[config.mk]
export PLATFORM = sky130hd
export DESIGN_NAME = shift_reg_universal
export DESIGN_NICKNAME = d
export VERILOG_FILES = /design/src/rtl/shift_reg_universal.sv
export SDC_FILE = /design/constraint.sdc
export NUM_CORES = 1
export LEC_CHECK = 0
export CAP_MARGIN = 20
export CORE_MARGIN = 5
export CORE_UTILIZATION = 35
export CTS_BUF_LIST = sky130_fd_sc_hd__clkbuf_8
export DETAILED_ROUTE_END_ITERATION = 6
export GPL_TIMING_DRIVEN = 0
export PLACE_DENSITY = 0.63
export SYNTH_ARGS = -nofsm -noshare
export SYNTH_HDL_FRONTEND = slang
export SYNTH_SLANG_ARGS = --single-unit
[constraint.sdc]
create_clock -name clk -period 2.8 [get_ports clk]
set_input_delay 0.42 -clock clk [delete_from_list [all_inputs] [get_ports clk]]
set_output_delay 0.42 -clock clk [all_outputs]
set_load 0.01 [all_outputs]
[src/rtl/shift_reg_universal.sv]
// Universal shift register: parallel load, logical/arithmetic shifts and rotates,
// with a shift counter that pulses cnt_wrap each time WIDTH shifts have accumulated.
module shift_reg_universal #(
    parameter int                CLK_HZ      = 12_000_000,
    parameter int                WIDTH       = 8,
    parameter logic [WIDTH-1:0]  RESET_VALUE = '0,
    localparam int               CW          = (WIDTH > 2) ? $clog2(WIDTH) : 1
) (
    input  logic             clk,
    input  logic             rst,
    input  logic             clr,
    input  logic             set,
    input  logic             en,
    input  logic [2:0]       mode,
    input  logic [WIDTH-1:0] d,
    input  logic             ser_in_l,
    input  logic             ser_in_r,
    output logic [WIDTH-1:0] q,
    output logic             ser_out_l,
    output logic             ser_out_r,
    output logic [CW-1:0]    shift_cnt,
    output logic             cnt_wrap
);

    typedef enum logic [2:0] {
        MODE_HOLD = 3'd0,
        MODE_LOAD = 3'd1,
        MODE_SHL  = 3'd2,
        MODE_SHR  = 3'd3,
        MODE_ROTL = 3'd4,
        MODE_ROTR = 3'd5,
        MODE_ASHR = 3'd6,
        MODE_RSVD = 3'd7
    } mode_e;

    localparam logic [CW-1:0] LAST_CNT = CW'(WIDTH - 1);

    if (WIDTH < 2 || WIDTH > 64 || CLK_HZ <= 0) begin : g_param_check
        $error("shift_reg_universal: WIDTH must be 2..64 and CLK_HZ positive");
    end

    mode_e            op;
    logic [WIDTH-1:0] shifted;
    logic             is_shift;

    assign op        = mode_e'(mode);
    assign ser_out_l = q[WIDTH-1];
    assign ser_out_r = q[0];

    always_comb begin
        shifted  = q;
        is_shift = 1'b1;
        case (op)
            MODE_SHL:  shifted = {q[WIDTH-2:0], ser_in_r};
            MODE_SHR:  shifted = {ser_in_l, q[WIDTH-1:1]};
            MODE_ROTL: shifted = {q[WIDTH-2:0], q[WIDTH-1]};
            MODE_ROTR: shifted = {q[0], q[WIDTH-1:1]};
            MODE_ASHR: shifted = {q[WIDTH-1], q[WIDTH-1:1]};
            default:   is_shift = 1'b0;
        endcase
    end

    // cnt_wrap defaults low every edge so it can only ever be a single-cycle pulse.
    always_ff @(posedge clk or posedge rst) begin
        if (rst) begin
            q         <= RESET_VALUE;
            shift_cnt <= '0;
            cnt_wrap  <= 1'b0;
        end else begin
            cnt_wrap <= 1'b0;
            if (clr) begin
                q         <= '0;
                shift_cnt <= '0;
            end else if (set) begin
                q         <= '1;
                shift_cnt <= '0;
            end else if (en) begin
                if (op == MODE_LOAD) begin
                    q         <= d;
                    shift_cnt <= '0;
                end else if (is_shift) begin
                    q <= shifted;
                    if (shift_cnt == LAST_CNT) begin
                        shift_cnt <= '0;
                        cnt_wrap  <= 1'b1;
                    end else begin
                        shift_cnt <= shift_cnt + 1'b1;
                    end
                end
            end
        end
    end

endmodule

After elaboration in Yosys (flattened, before gate mapping)
Cells that the tools add are included.
{"block": "totals", "output_inout_bits": 14, "ff_bits": 12, "elab_cells": 40, "input_bits": 18}
{"block": "op_classes", "add_sub_neg": 1, "eq_ne": 8, "n_reduce_logical": 8, "muxes": 19}
{"cell": "8-bit 2-to-1 mux", "n": 5}
{"cell": "8-bit case mux with 5 select lines", "n": 1}
{"cell": "3-bit 2-to-1 mux", "n": 6}
{"cell": "3-bit == test, second input constant", "n": 4}
{"cell": "8-bit nonzero test", "n": 1}
{"cell": "1-bit 2-to-1 mux", "n": 7}
{"cell": "7-bit nonzero test", "n": 1}
{"cell": "3-bit by 2-bit == test with 1-bit output, second input constant", "n": 2}
{"cell": "5-bit OR reduction", "n": 1}
{"cell": "4-bit inequality test, second input constant", "n": 1}
{"cell": "4-bit AND reduction", "n": 1}
{"cell": "4-bit nonzero test", "n": 1}
{"cell": "3-bit by 1-bit adder with 3-bit output, second input constant", "n": 1}
{"cell": "3-bit by 1-bit == test with 1-bit output, second input constant", "n": 1}
{"cell": "3-bit AND reduction", "n": 1}
{"cell": "3-bit nonzero test", "n": 1}
{"cell": "2-bit AND reduction", "n": 1}

Longest topological paths before layout
Gate-level depths: netlist of run 1.
{"block": "logic_depth", "ltp_word": 8, "mapped_depth": 6, "depth_no_buf": 4}

Least setup slack after synthesis of run 1
No wires, ideal clock.
{"block": "synth_timing", "path_kind": "input port to flip-flop", "start": "input mode[1]", "end": "register q[1]", "stages": 5, "arrival_ns": 1.491, "required_ns": 2.701, "path_buffers": 2, "setup_slack_ns": 1.210, "setup_ns": 0.099, "path_cell_list": "buf_6 o31a_1 a211o_1 buf_6 a311oi_1"}
{"block": "synth_between", "elab_chain_cells": 7, "word_cells_on_any_way": 17, "classes_between": "eq/ne (6); mux (7); reduce/logical (4)"}
{"element": "from (decl)", "line": "14", "text": "input logic [2:0] mode,"}
{"element": "3-bit == test / 3-bit by 2-bit == test with 1-bit output (equally long branches)", "line": "53", "text": "case (op)"}
{"element": "8-bit case mux with 5 select lines", "line": "53"}
{"element": "8-bit 2-to-1 mux", "line": "81", "text": "end else if (is_shift) begin"}
{"element": "8-bit 2-to-1 mux", "line": "78", "text": "if (op == MODE_LOAD) begin"}
{"element": "8-bit 2-to-1 mux", "line": "77", "text": "end else if (en) begin"}
{"element": "8-bit 2-to-1 mux", "line": "74", "text": "end else if (set) begin"}
{"element": "8-bit 2-to-1 mux", "line": "71", "text": "if (clr) begin"}
{"element": "to (signal assigned)", "line": "82", "text": "q <= shifted;"}
{"element": "to (decl)", "line": "18", "text": "output logic [WIDTH-1:0] q,"}
Parallel ways exist; a longest one is shown, timed or not. The select of a mux whose other input is x is not followed.
A chain may end at the register's enable or synchronous reset.

Worst setup path after layout of run 1
{"block": "layout_timing", "start": "input mode[2]", "end": "register shift_cnt[0]"}
{"block": "layout_between", "elab_chain_cells": 5, "word_cells_on_any_way": 14, "classes_between": "eq/ne (6); mux (5); reduce/logical (3)"}
{"element": "3-bit == test, or another cell as far along", "line": "53"}
{"element": "5-bit OR reduction (no line) / 3-bit 2-to-1 mux (equally long branches)"}
{"element": "1-bit 2-to-1 mux / 3-bit 2-to-1 mux (equally long branches)", "line": "53, 77"}
{"element": "4-bit nonzero test (no line) / 3-bit 2-to-1 mux (equally long branches)"}
{"element": "2-bit AND reduction (no line) / 3-bit 2-to-1 mux (equally long branches)"}
{"element": "to (signal assigned)", "line": "87", "text": "shift_cnt <= shift_cnt + 1'b1;"}
{"element": "to (decl)", "line": "21", "text": "output logic [CW-1:0] shift_cnt,"}
Parallel ways exist; a longest one is shown, timed or not. The select of a mux whose other input is x is not followed.

==> run metrics, run 1 <==
PD cells 430 mW/mm²; Post-route DRC 0; Avg WL per Cell 15.1 µm; clock sink total 12; reg2reg start q[7]$_DFFE_PP0P_; Tot GR Track Use 15.2%; Synth Area per Inst 9.01 µm²; H-tree depth 1; Fin Clk Skew 0.00275 ns; Die Y 60.2 µm; status completed; commonest non-fill, non-tap cell in the layout clkdlybuf4s50_1; Clk pwr share 34.6%; critical path required time 2.98 ns; drt first pass iters 4; Routed Antenna Nets 0; placed inst area 0.00122 mm²; Clock transition at path regs 0.06 ns; kind of critical path in -> reg; worst slew pin tran 0.682 ns; final wirelength 2.45 mm; crit path from mode[2]; IO Pins 32; Root Driver clkbuf_8; Tmin final 2.08 ns; WL met2 1.16 mm; CP peak stage delay 0.62 ns; post-synth cell types 35; Final Hold Viols 0; hold_ws 0.488 ns; fin util 52.0%; highest routed layer met4; Seq pwr share 36.9%; Resized Gates After CTS 0; switching share of power 27.6%; Post-synth EDFFs 0; met1 WL 1.13 mm; vias per cell 5.54; CTS tree yes; CP top delay family simple AND/OR/NAND/NOR gates; critical path, cell by cell clkdlybuf4s50_1, clkbuf_1, and3_1, nor4_1, a22o_1; Synth Net Count 118; Initial Utilization 36.0%; # fillers 240; NetSw 152 µW; design area 0.00128 mm²; Max Cap Viol 0; first-pass GRT wire length 4.13 mm; HPWL Detailed 1.89 mm; drt first-iter violations 20; share of cells above drive strength 1 11.4%; num rows 18; layout net count 153; crit path max fanout 10; Max VDD drop 0.379 mV; Yosys reg bits 12; Skew-Pair Late Insertion Delay 0.24 ns; most frequent cells in the layout clkdlybuf4s50_1, nor2_1, dfrtp_1; final setup vio count 0; gr ovfl total 0; die area 0.00363 mm²; buffer count from post-CTS setup fixing 0; setup tns final 0 ns; sequential fraction of the synthesis area 34.0%; vias in the first global route 872; Worst Hold Class in -> async; Clock Path Buffers 2; met3 wire len 143 µm; gpl congestion 0.883; Async S/R FF share, synth 100%; P&R area growth vs syn 44.5%; Slew Viols, Final 0; Setup crit start kind input pin; Max Clk Rate 481 MHz; RSZ-0062 raised after global routing no; core area 0.00245 mm²; logic gate share of total power 28.5%; worst path buffer plus inverter count 2; hold_buf cts 0; TritonCTS buffer count 3; Final Power 549 µW; routed vias 898; largest net degree at the start of global routing 13; predominant post-synthesis flop cell dfrtp_1; yosys warns 0; LEAKAGE 0.000533 µW; buffers added on ports 30; crit share post-route 74.2%; synthesized area 883 µm²; Worst path slowest cell nor4_1; die width 60.2 µm; CP Capture Type flop; Synth Instances 98; antenna violations before repair 0; relative slew slack 54.1%; # diodes 0; WP data arrival 2.25 ns; Pint 397 µW
-- cell families after synthesis --
group                      Yosys count  share of synthesized area (%)
DFF                                 12                           34.0
AOI/OAI and AO/OA                   35                           32.0
muxes                                4                           4.67
and+or+nand+nor                     31                           17.0
xor gates and xnor gates             1                          0.992
adders and majority gates            2                           2.83
buffers and inverters               13                           8.50
-- worst paths after layout --
kind / endpoint / slack (ns) / depth (start not counted)
max: shift_cnt[0]$_DFFE_PP0P_ / 0.72 / 5
max reg2reg: q[0]$_DFFE_PP0P_ / 1.44 / 4
min in group clk: shift_cnt[2]$_DFFE_PP0P_ / 0.54 / 1
min reg2reg: shift_cnt[2]$_DFFE_PP0P_ / 0.54 / 1
max in group asynchronous: cnt_wrap$_DFF_PP0_ / 1.99 / 2
min: q[2]$_DFFE_PP0P_ / 0.49 / 2
-- worst reg2reg max path: stages (launching register included) --
cell and delay [ns]:
dfrtp_1 0.43, or3_1 0.38, o221a_2 0.12, a21oi_1 0.19, a211oi_1 0.10
-- power by group through the flow --
stage | Clock [µW] | Sequential [µW] | Combinational [µW]
detailed placement | 0 | 206 | 156
global route | 201 | 206 | 172
CTS | 195 | 203 | 157
finish | 190 | 202 | 156
floorplan | 0 | 207 | 80.6
global placement | 0 | 206 | 156
-- flip-flops by register name, summed over array words and instances, names as in the netlist --
register,count
q,8
shift_cnt,3
cnt_wrap,1
-- synthesized netlist by cell type, types with 2 or more instances --
| library cell | n | share of area [%] |
|---|---|---|
| o21bai_1 | 2 | 1.7 |
| nand2b_1 | 4 | 2.8 |
| ha_1 | 2 | 2.8 |
| nand2_1 | 4 | 1.7 |
| buf_4 | 2 | 1.7 |
| a22o_1 | 3 | 3.0 |
| clkbuf_1 | 2 | 0.85 |
| a21oi_1 | 4 | 2.3 |
| a311oi_1 | 3 | 3.0 |
| nor2_1 | 15 | 6.4 |
| buf_6 | 2 | 2.5 |
| o221ai_1 | 6 | 5.9 |
| a211oi_2 | 2 | 2.8 |
| inv_1 | 3 | 1.3 |
| mux2i_1 | 3 | 3.4 |
| buf_2 | 3 | 1.7 |
| o22a_1 | 2 | 2.0 |
| a211oi_1 | 7 | 5.9 |
| dfrtp_1 | 12 | 34 |
| nor3b_1 | 2 | 1.7 |
-- metal layers --
layer | up-vias | track usage [%]
met2 | 24 | 23.3
met1 | 430 | 20.2
met4 | 0 | 7.28
met5 | - | 0
li1 | 442 | -
met3 | 2 | 3.24
-- stage by stage --
stage	setup WS, ns	std cells
after global placement	0.502	158
after detailed placement	0.499	158
final	0.722	162
after global routing	0.583	162
after floorplan	1.21	98
after CTS	0.741	162
-- area by class of cell --
| class | count | area, µm² | share of cell area, % |
|---|---|---|---|
| clock buffer | 4 | 55.1 | 4.31 |
| multi-input combinational | 73 | 508 | 39.8 |
| sequential | 12 | 300 | 23.5 |
| timing repair buffer | 30 | 300 | 23.5 |
| inverter | 4 | 15.0 | 1.18 |
| tap | 30 | 37.5 | 2.94 |
| buffer | 9 | 60.1 | 4.71 |
(Power assumes the default switching activity.)
==> run 2: changes to the inputs <==
clock period = 2.1 ns   (was 2.8 ns; I/O delays follow)
==> run 2 against run 1 <==
Final area grew 0.49%; clock skew is essentially flat; critical endpoint is now q[2]$_DFFE_PP0P_; total power grew 34%; sequential power grew 34%; sequential share of layout area shrank 0.11 points; largest power group unchanged.
==> run metrics, run 2 (synthesis results as in run 1) <==
status completed; die area 0.00363 mm²; CTS tree yes; buffer count from post-CTS setup fixing 0; drt first pass iters 4; Max VDD drop 0.506 mV; gpl congestion 0.883; LEAKAGE 0.000534 µW; Clock Path Buffers 2; Tmin final 1.89 ns; Initial Utilization 36.0%; buffers added on ports 30; share of cells above drive strength 1 12.1%; Worst Hold Class in -> async; num rows 18; Routed Antenna Nets 0; commonest non-fill, non-tap cell in the layout clkdlybuf4s50_1; Die Y 60.2 µm; Fin Clk Skew 0.00247 ns; TritonCTS buffer count 3; HPWL Detailed 1.89 mm; kind of critical path in -> reg; Root Driver clkbuf_8; PD cells 571 mW/mm²; CP Capture Type flop; Max Cap Viol 0; layout net count 153; Tot GR Track Use 15.2%; Post-route DRC 0; RSZ-0062 raised after global routing no; vias in the first global route 872; Final Power 733 µW; relative slew slack 65.8%; drt first-iter violations 27; Clock transition at path regs 0.06 ns; Regs by FF count q: 8 flops, shift_cnt: 3 flops, cnt_wrap: 1 flops; P&R area growth vs syn 45.2%; Final Hold Viols 0; IO Pins 32; most frequent cells in the layout clkdlybuf4s50_1, nor2_1, dfrtp_1; final wirelength 2.46 mm; fin worst setup slack 0.214 ns; routed vias 904; antenna violations before repair 0; max reg flops 8; Slew Viols, Final 0; # diodes 0; die width 60.2 µm; largest net degree at the start of global routing 13; Skew-Pair Late Insertion Delay 0.24 ns; Max Clk Rate 530 MHz; gr ovfl total 0; core area 0.00245 mm²; fin util 52.2%; final setup vio count 0; crit path max fanout 10; Top reg by flops q; critical path required time 2.23 ns; crit share post-route 89.8%; Setup crit start kind input pin; clock sink total 12; first-pass GRT wire length 4.13 mm; pre-CTS setup slack -0.0960 ns; H-tree depth 1; vias per cell 5.58; worst slew pin tran 0.513 ns; Avg WL per Cell 15.2 µm; WP data arrival 2.02 ns
==> run 2: cell counts in the layout (fill, tap and decap cells not counted) <==
Identical to the previous run, type by type.
==> run 2: stage by stage <==
| step | instances | area (µm²) | TNS, ns | hold WS [ns] |
|---|---|---|---|---|
| 4_1_cts | 162 | 1280 | 0 | 0.396 |
| 3_3_place_gp | 158 | 1220 | -0.360 | 0.529 |
| 6_report | 162 | 1280 | 0 | 0.384 |
| 3_5_place_dp | 158 | 1220 | -0.362 | 0.530 |
| 2_1_floorplan | 98 | 883 | 0 | 0.180 |
| 5_1_grt | 162 | 1280 | 0 | 0.427 |
==> run 2: final timing paths <==
path / cells after the start / start / end / slack, ns
setup reg to reg: 4 / q[7]$_DFFE_PP0P_ / q[0]$_DFFE_PP0P_ / 0.74
max in group asynchronous: 2 / rst / cnt_wrap$_DFF_PP0_ / 1.39
setup / recovery: 7 / mode[0] / q[2]$_DFFE_PP0P_ / 0.21
hold reg to reg: 1 / shift_cnt[2]$_DFFE_PP0P_ / shift_cnt[2]$_DFFE_PP0P_ / 0.54
hold / removal: 2 / rst / q[2]$_DFFE_PP0P_ / 0.38
min in group clk: 1 / shift_cnt[2]$_DFFE_PP0P_ / shift_cnt[2]$_DFFE_PP0P_ / 0.54
==> run 2: repair_timing <==
item | in CTS | in global routing
setup endpoints to repair | 0 | 2
gates resized for setup | 0 | 1
hold buffers | 0 | 0
==> run 2: area by class of cell <==
type | instances | area (µm²)
tap | 30 | 37.5
multi-input combinational | 73 | 514
sequential | 12 | 300
timing repair buffer | 30 | 300
clock buffer | 4 | 55.1
buffer | 9 | 60.1
inverter | 4 | 15.0
fill | 239 | 1170
==> run 2: routing by layer <==
layer  share of wire (%)  GRT usage (%)  vias to the layer above
met5                   0              0                        -
met4                0.90           7.28                        0
met3                 6.6           3.24                        2
met2                  47           23.3                       27
met1                  45           20.2                      434
li1                    -              -                      441
==> run 2: critical path: stages <==
cell             delay [ns]
clkdlybuf4s50_1        0.51
buf_2                  0.22
buf_2                  0.26
a21oi_1                0.07
nor2_1                 0.19
o221ai_1               0.14
a311oi_1               0.32
==> run 2: report_power, final <==
| part | switching, µW | internal (µW) |
|---|---|---|
| combinational | 92.7 | 116 |
| clock | 87.7 | 166 |
| sequential | 22.6 | 247 |
| total | 203 | 530 |
==> run 3: changes to the inputs <==
CELL_PAD_IN_SITES_DETAIL_PLACEMENT = 1   (was not set)
CELL_PAD_IN_SITES_GLOBAL_PLACEMENT = 1   (was not set)
CORE_UTILIZATION = 33   (was 35)
PLACE_DENSITY = 0.79   (was 0.63)
==> run 3 against run 2 <==
Routed wire length grew 12%; critical path depth shrank 2; utilization shrank 2.2 points; total power shrank 6.3%.
==> run metrics, run 3 (synthesis results as in run 1) <==
Max VDD drop 0.371 mV; NetSw 197 µW; Resized Gates After CTS 0; WP data arrival 2.12 ns; Worst R2R Path Depth 4; Worst Hold Class in -> async; fin util 50.0%; clock sink total 12; layout net count 153; PD cells 544 mW/mm²; Clk pwr share 29.6%; Slew Viols, Final 0; Tot GR Track Use 15.9%; CTS tree yes; Clock transition at path regs 0.05 ns; num rows 18; Worst path slowest cell nor4_1; vias per cell 5.68; worst slew pin tran 0.693 ns; Top reg by flops q; IO Pins 32; crit share post-route 92.6%; antenna violations before repair 0; kind of critical path in -> reg; placed inst area 0.00122 mm²; buffer count from post-CTS setup fixing 0; drt first pass iters 4; Finished Layout Cells 161; HPWL Detailed 2.23 mm; TritonCTS buffer count 3; commonest non-fill, non-tap cell in the layout clkdlybuf4s50_1; final wirelength 2.75 mm; Final Hold Viols 0; Root Driver clkbuf_8; Sequential Area 300 µm²; Post-route DRC 0; crit path max fanout 10; H-tree depth 1; status completed; Avg WL per Cell 17.1 µm; max reg flops 8; die width 61.7 µm; critical path required time 2.27 ns; most frequent cells in the layout clkdlybuf4s50_1, nor2_1, dfrtp_1; Regs by FF count q: 8 flops, shift_cnt: 3 flops, cnt_wrap: 1 flops; Setup crit start kind input pin; LEAKAGE 0.000526 µW; Final Power 687 µW; reg2reg start q[7]$_DFFE_PP0P_; Max Clk Rate 514 MHz; die area 0.00381 mm²; Seq pwr share 39.5%; gpl congestion 0.777; drt first-iter violations 28; largest net degree at the start of global routing 13; Initial Utilization 35.0%; Reg2Reg Setup Slack 0.69 ns; Fin Clk Skew 0.00139 ns; buffers added on ports 30; relative slew slack 53.4%; final setup vio count 0; logic gate share of total power 30.9%; Clock Path Buffers 2; first-pass GRT wire length 4.43 mm; CP peak stage delay 0.63 ns; critical path, cell by cell clkdlybuf4s50_1, clkbuf_1, and3_1, nor4_1, a22o_1; footprint of the multi-input gates 508 µm²; switching share of power 28.7%; hold_buf cts 0; Skew-Pair Late Insertion Delay 0.24 ns; routed vias 915; # diodes 0; Routed Antenna Nets 0; RSZ-0062 raised after global routing no; end of the worst register-to-register path q[0]$_DFFE_PP0P_; Max Cap Viol 0; # fillers 313; CP Capture Type flop; setup tns final 0 ns; core area 0.00252 mm²; design area 0.00126 mm²; Tmin final 1.94 ns; Pint 490 µW; gr ovfl total 0; Die Y 61.7 µm; share of cells above drive strength 1 10.7%; vias in the first global route 951; P&R area growth vs syn 42.9%; Placed Cells 158
==> run 3: worst max-delay path by stage <==
stage / start / end / slack (ns)
after floorplan: mode[1] / q[1]$_DFFE_PP0P_ / 0.61
after global placement: mode[2] / shift_cnt[0]$_DFFE_PP0P_ / -0.05
after detailed placement: mode[2] / shift_cnt[2]$_DFFE_PP0P_ / -0.10
after CTS: mode[2] / shift_cnt[0]$_DFFE_PP0P_ / 0.15
after global routing: mode[2] / cnt_wrap$_DFF_PP0_ / 0.05
final: mode[2] / shift_cnt[1]$_DFFE_PP0P_ / 0.16
==> run 3: power groups by stage <==
stage | logic (µW) | registers, µW | clock network [µW]
finish | 212 | 271 | 203
global placement | 207 | 275 | 0
detailed placement | 214 | 276 | 0
CTS | 215 | 272 | 211
floorplan | 107 | 276 | 0
global route | 230 | 274 | 226
==> run 3: per-stage QoR <==
| stage | worst slack (ns) | hold WS (ns) |
|---|---|---|
| 4_1_cts | 0.151 | 0.397 |
| 5_1_grt | 0.0516 | 0.416 |
| 2_1_floorplan | 0.615 | 0.180 |
| 6_report | 0.156 | 0.381 |
| 3_3_place_gp | -0.0503 | 0.522 |
| 3_5_place_dp | -0.104 | 0.528 |
==> run 3: final cells by class <==
| type | instances | share of cell area, % |
|---|---|---|
| Buffer | 9 | 4.76 |
| Clock buffer | 3 | 3.27 |
| Inverter | 4 | 1.19 |
| Multi-Input combinational cell | 73 | 40.2 |
| Sequential cell | 12 | 23.8 |
| Tap cell | 30 | 2.97 |
| Timing Repair Buffer | 30 | 23.8 |
==> run 3: critical path: cells and delay by family <==
family                 cells  cell delay [ns]
AND/OR/NAND/NOR            2             0.87
buffers and inverters      2             0.71
AO/OA/AOI/OAI              1             0.22
==> run 3: metal layers <==
layer	wire [µm]	share of wire, %	global-route usage (%)
met1	1240	45	20.1
met2	1320	48	26.2
met3	141	5.1	2.89
met4	48	1.7	7.27
met5	0	0	0
